### config.mk
export PLATFORM = sky130hd
export DESIGN_NAME = npu_feature_loader
export DESIGN_NICKNAME = d
export VERILOG_FILES = /design/src/rtl/npu_feature_loader.sv
export SDC_FILE = /design/constraint.sdc
export NUM_CORES = 1
export LEC_CHECK = 0
export ABC_AREA = 0
export CORE_MARGIN = 1.5
export CORE_UTILIZATION = 40
export DETAILED_ROUTE_END_ITERATION = 10
export GPL_ROUTABILITY_DRIVEN = 0
export GPL_TIMING_DRIVEN = 0
export PLACE_DENSITY_LB_ADDON = 0.08
export SLEW_MARGIN = 30
export SYNTH_ARGS = -nofsm -noshare
export SYNTH_HDL_FRONTEND = slang
export SYNTH_SLANG_ARGS = --single-unit
### constraint.sdc
create_clock -name clk -period 8.4 [get_ports clk]
set_input_delay 2.52 -clock clk [delete_from_list [all_inputs] [get_ports clk]]
set_output_delay 2.52 -clock clk [all_outputs]
set_load 0.05 [all_outputs]
### src/rtl/npu_feature_loader.sv
// Host-to-NPU feature loader: packs 32-bit register halves into 64-bit words,
// buffers them, and streams them out on a valid/ready handshake.
// Optional looping playback is compiled in with NPU_LOADER_REPEAT_EN.
module npu_feature_loader #(
  parameter int DATA_WIDTH = 64,
  parameter int DEPTH      = 8,
  parameter int ADDR_W     = 3
) (
  input  logic                  clk,
  input  logic                  reset,
  input  logic                  reg_wr,
  input  logic [1:0]            reg_addr,
  input  logic [31:0]           reg_wdata,
  output logic [31:0]           status,
  output logic [DATA_WIDTH-1:0] data_out,
  output logic                  data_valid,
  input  logic                  data_ready,
  output logic                  busy,
  output logic                  done
);

  typedef enum logic [1:0] {
    IDLE   = 2'd0,
    STREAM = 2'd1,
    DONE   = 2'd2
  } state_t;

  localparam logic [ADDR_W:0] DEPTH_C = (ADDR_W + 1)'(DEPTH);
  localparam logic [ADDR_W:0] ONE_C   = (ADDR_W + 1)'(1);

  state_t                state_q, state_d;
  logic [ADDR_W:0]       count_q, count_d;
  logic [ADDR_W-1:0]     wr_ptr_q, wr_ptr_d;
  logic [ADDR_W-1:0]     rd_ptr_q, rd_ptr_d;
  logic [31:0]           staged_lo_q, staged_lo_d;
  logic                  overflow_q, overflow_d;
  logic                  write_err_q, write_err_d;
  logic [DATA_WIDTH-1:0] data_out_q, data_out_d;
  logic [DATA_WIDTH-1:0] buf_mem [DEPTH];

  logic lo_wr, hi_wr, ctrl_wr, push, load_out, last_beat;

`ifdef NPU_LOADER_REPEAT_EN
  logic repeat_q, repeat_d;
  logic unused_ctrl_bits;
  assign unused_ctrl_bits = ^reg_wdata[31:4];
`else
  logic unused_ctrl_bits;
  assign unused_ctrl_bits = ^{reg_wdata[31:4], reg_wdata[2]};
`endif

  assign lo_wr     = reg_wr && (reg_addr == 2'd0);
  assign hi_wr     = reg_wr && (reg_addr == 2'd1);
  assign ctrl_wr   = reg_wr && (reg_addr == 2'd2);
  assign last_beat = ({1'b0, rd_ptr_q} == (count_q - ONE_C));

  always_comb begin
    state_d     = state_q;
    count_d     = count_q;
    wr_ptr_d    = wr_ptr_q;
    rd_ptr_d    = rd_ptr_q;
    staged_lo_d = staged_lo_q;
    overflow_d  = overflow_q;
    write_err_d = write_err_q;
    data_out_d  = data_out_q;
    push        = 1'b0;
    load_out    = 1'b0;
`ifdef NPU_LOADER_REPEAT_EN
    repeat_d    = repeat_q;
`endif

    // Data writes are only accepted while idle; otherwise they are flagged.
    if (lo_wr || hi_wr) begin
      if (state_q != IDLE) begin
        write_err_d = 1'b1;
      end else if (lo_wr) begin
        staged_lo_d = reg_wdata;
      end else if (count_q == DEPTH_C) begin
        overflow_d = 1'b1;
      end else begin
        push     = 1'b1;
        wr_ptr_d = wr_ptr_q + 1'b1;
        count_d  = count_q + ONE_C;
      end
    end

    case (state_q)
      IDLE: begin
        if (ctrl_wr && reg_wdata[0] && (count_q != '0)) begin
          rd_ptr_d = '0;
          load_out = 1'b1;
          state_d  = STREAM;
`ifdef NPU_LOADER_REPEAT_EN
          repeat_d = reg_wdata[2];
`endif
        end
      end
      STREAM: begin
        if (data_ready) begin
          if (last_beat) begin
`ifdef NPU_LOADER_REPEAT_EN
            if (repeat_q) begin
              rd_ptr_d = '0;
              load_out = 1'b1;
            end else begin
              state_d = DONE;
            end
`else
            state_d = DONE;
`endif
          end else begin
            rd_ptr_d = rd_ptr_q + 1'b1;
            load_out = 1'b1;
          end
        end
      end
      DONE:    state_d = IDLE;
      default: state_d = IDLE;
    endcase

    // Clear wins over start and over any in-flight stream.
    if (ctrl_wr && reg_wdata[1]) begin
      count_d  = '0;
      wr_ptr_d = '0;
      rd_ptr_d = '0;
      state_d  = IDLE;
      load_out = 1'b0;
`ifdef NPU_LOADER_REPEAT_EN
      repeat_d = 1'b0;
`endif
    end

    if (ctrl_wr && reg_wdata[3]) begin
      overflow_d  = 1'b0;
      write_err_d = 1'b0;
    end

    if (load_out) begin
      data_out_d = buf_mem[rd_ptr_d];
    end
  end

  always_ff @(posedge clk or negedge reset) begin
    if (!reset) begin
      state_q     <= IDLE;
      count_q     <= '0;
      wr_ptr_q    <= '0;
      rd_ptr_q    <= '0;
      staged_lo_q <= '0;
      overflow_q  <= 1'b0;
      write_err_q <= 1'b0;
      data_out_q  <= '0;
`ifdef NPU_LOADER_REPEAT_EN
      repeat_q    <= 1'b0;
`endif
    end else begin
      state_q     <= state_d;
      count_q     <= count_d;
      wr_ptr_q    <= wr_ptr_d;
      rd_ptr_q    <= rd_ptr_d;
      staged_lo_q <= staged_lo_d;
      overflow_q  <= overflow_d;
      write_err_q <= write_err_d;
      data_out_q  <= data_out_d;
`ifdef NPU_LOADER_REPEAT_EN
      repeat_q    <= repeat_d;
`endif
    end
  end

  always_ff @(posedge clk) begin
    if (push) begin
      buf_mem[wr_ptr_q] <= {reg_wdata, staged_lo_q};
    end
  end

  assign data_out   = data_out_q;
  assign data_valid = (state_q == STREAM);
  assign busy       = (state_q == STREAM);
  assign done       = (state_q == DONE);
  assign status     = {20'b0, overflow_q, write_err_q, state_q, 8'(count_q)};

endmodule

==> out/qor.yml <==
sta:
  rsz0062_at_grt: "no"
  drv_slew: 0
  fin_ws_ps: 2570
  fin_crit_sh: 0.694
  setup_viol: 0
  relSlewSlack: 0.278
  tightest_slew_ps: 1080
  fin_crit_ps: 5830
  fmax_ghz: 0.171
  hold_violations: 0
  final.setup.tns_ps: 0
  clock_skew_ps: 24.2
final_layout:
  regArea_sq_mm: 0.0181
  syn_to_final_growth_pct: 21.4
  num-nets-final: 1624
  multi_input_area_sq_mm: 0.00582
  final_cell_area_sq_mm: 0.0297
  fill_cells: 5094
  fin_util: 0.492
  drive_above_1_share: 0.282
logic_synthesis:
  synth_area_leaders: "edfxtp_1, dfrtp_1, mux2_2"
  yosysTopAreaCell: "edfxtp_1"
  synth_largest_type_area_fraction: 0.629
  yosysMostFrequentCell: "edfxtp_1"
  seq_area_frac_synth: 0.741
  ys.flop_type: "edfxtp_1"
  synth_cell_types: 43
  avgSynthCellArea_sq_um: 18.8
  yosys_warnings: 0
  syn-cell-area_sq_mm: 0.0244
  synth_common_cells: "edfxtp_1, mux2_2, mux2i_1, dfrtp_1, o31ai_1"
  synthCells: 1302
  async_flop_share: 0.177
  ys_seq_elements: 622
  synth_edf_count: 512
die:
  die_y_um: 250
  io_pins: 137
  rows: 90
  die-area_sq_mm: 0.0626
  initial_core_util: 0.405
  fp.dieW_um: 250
  core-area_sq_mm: 0.0604
placed_design:
  port_buffers: 112
  hpwlAfterDp_um: 41700
  place_ws_ps: 1980
  dpl-instance-area_sq_mm: 0.0275
global_routing:
  grt_overflow: 0
  grt_max_degree: 70
  grtUsageTotal: 0.201
  grt_pass1_vias: 13300
  grt_pass1_wl_um: 91300
  antenna_found_initial: 3
flow_run:
  cap_viol_max_count: 0
pwr:
  vdd_drop_max_mv: 0.162
  p_leak_uw: 0.0103
  total_power_uw: 10500
  p_per_area_mw_per_mm2: 353
drt:
  first_iter_violations: 1106
  vias: 13000
  drc_errors: 0
  drt_wl_total_um: 62700
  drt_first_pass_iters: 8
  ant_nets: 0
  vias_per_cell: 5.36
  wl_per_cell_um: 26.0
worst_setup_path:
  worstSetupPathType: "input port to register"
  endpoint_kind: "register"
  worstPathArrival_ps: 6320
  r2r_start: "count_q[0]"
  critPathLaunchType: "input port"
  required_ps: 8890
  cp-startpoint: "reg_wdata[1]"
  crit_path_max_fanout: 11
clocking:
  cts_buffers: 67
  ctsResizeCount: 0
  clk_latency_ps: 600
  clock_path_buffers: 3
  cts_hold_buf: 0
  cts.clk_slew.worst_paths_ps: 60
  htree_levels: 3
  numClockSinks: 622
  cts_setup_buffers: 0
  ctsRootBufferMaster: "clkbuf_16"
  cts_tree: "yes"
status:
  status: "complete, no violations"
hold_path:
  hp-start: "data_out[27]"
  hold_path.class: "register to register"
layout make-up:
cell class	count	share of cell area
Antenna cell	1	0.0000843
Timing Repair Buffer	187	0.0661
Clock buffer	105	0.0672
Multi-Input combinational cell	596	0.196
Inverter	5	0.000633
Tap cell	782	0.0330
Sequential cell	622	0.611
Clock inverter	17	0.00451
Buffer	102	0.0213
cells in the final DEF, fill, tap and decap left out, types with 9 or more instances in the layout:
cell	count
nand2_1	17
clkdlybuf4s50_1	111
conb_1	24
clkbuf_16	71
mux2i_1	128
nor2_1	9
buf_4	76
clkbuf_8	9
o31ai_1	65
a222oi_1	64
dfrtp_1	110
clkinv_2	10
mux2_2	187
buf_8	10
edfxtp_1	512
clkbuf_1	68
buf_6	29
mux2_4	37
layer usage:
layer | track usage | share of wire | vias up
li1 | - | - | 5754
met1 | 0.275 | 0.45 | 6793
met2 | 0.329 | 0.49 | 329
met3 | 0.0323 | 0.045 | 87
met4 | 0.0648 | 0.021 | 4
met5 | 0 | 0.00045 | -
state kept, by name (all words and copies together), names as in the netlist:
register     cells
buf_mem        512
count_q          4
data_out        64
overflow_q       1
rd_ptr_q         3
staged_lo_q     32
state_q          2
wr_ptr_q         3
write_err_q      1
final timing paths:
kind,end,slack (ps),cells past startpoint
setup reg to reg,data_out[31],4270,12
min in group asynchronous,data_out[27],1860,1
hold reg to reg,data_out[27],530,2
hold / removal,data_out[27],530,2
max in group asynchronous,data_out[43],5750,2
setup / recovery,data_out[31],2570,10
logic make-up after synthesis:
family | synth area share
AND/OR/NAND/NOR | 0.0128
buffers and inverters | 0.0267
flip-flops | 0.741
multiplexers | 0.162
XOR/XNOR | 0.00251
other | 0.000153
AO/OA/AOI/OAI | 0.0516
adder cells (fa/ha/maj) | 0.00256
critical path: stages:
cell	delay (ps)
clkdlybuf4s50_1	660
and4b_1	330
clkbuf_1	250
nor4b_1	370
o2bb2ai_1	250
o21ba_2	170
clkbuf_1	800
clkbuf_1	660
a222oi_1	160
o31ai_1	120
power breakdown:
group	switching [uW]	internal, uW
combinational	1950	1390
clock	1180	1690
sequential	410	3850
total	3540	6940
through the flow:
step / cells / hold WS [ps]
2_1_floorplan: 1325 / 512
3_3_place_gp: 2219 / 520
3_5_place_dp: 2294 / 520
4_1_cts: 2416 / 532
5_1_grt: 2417 / 557
6_report: 2417 / 526
(Power assumes the default switching activity.)
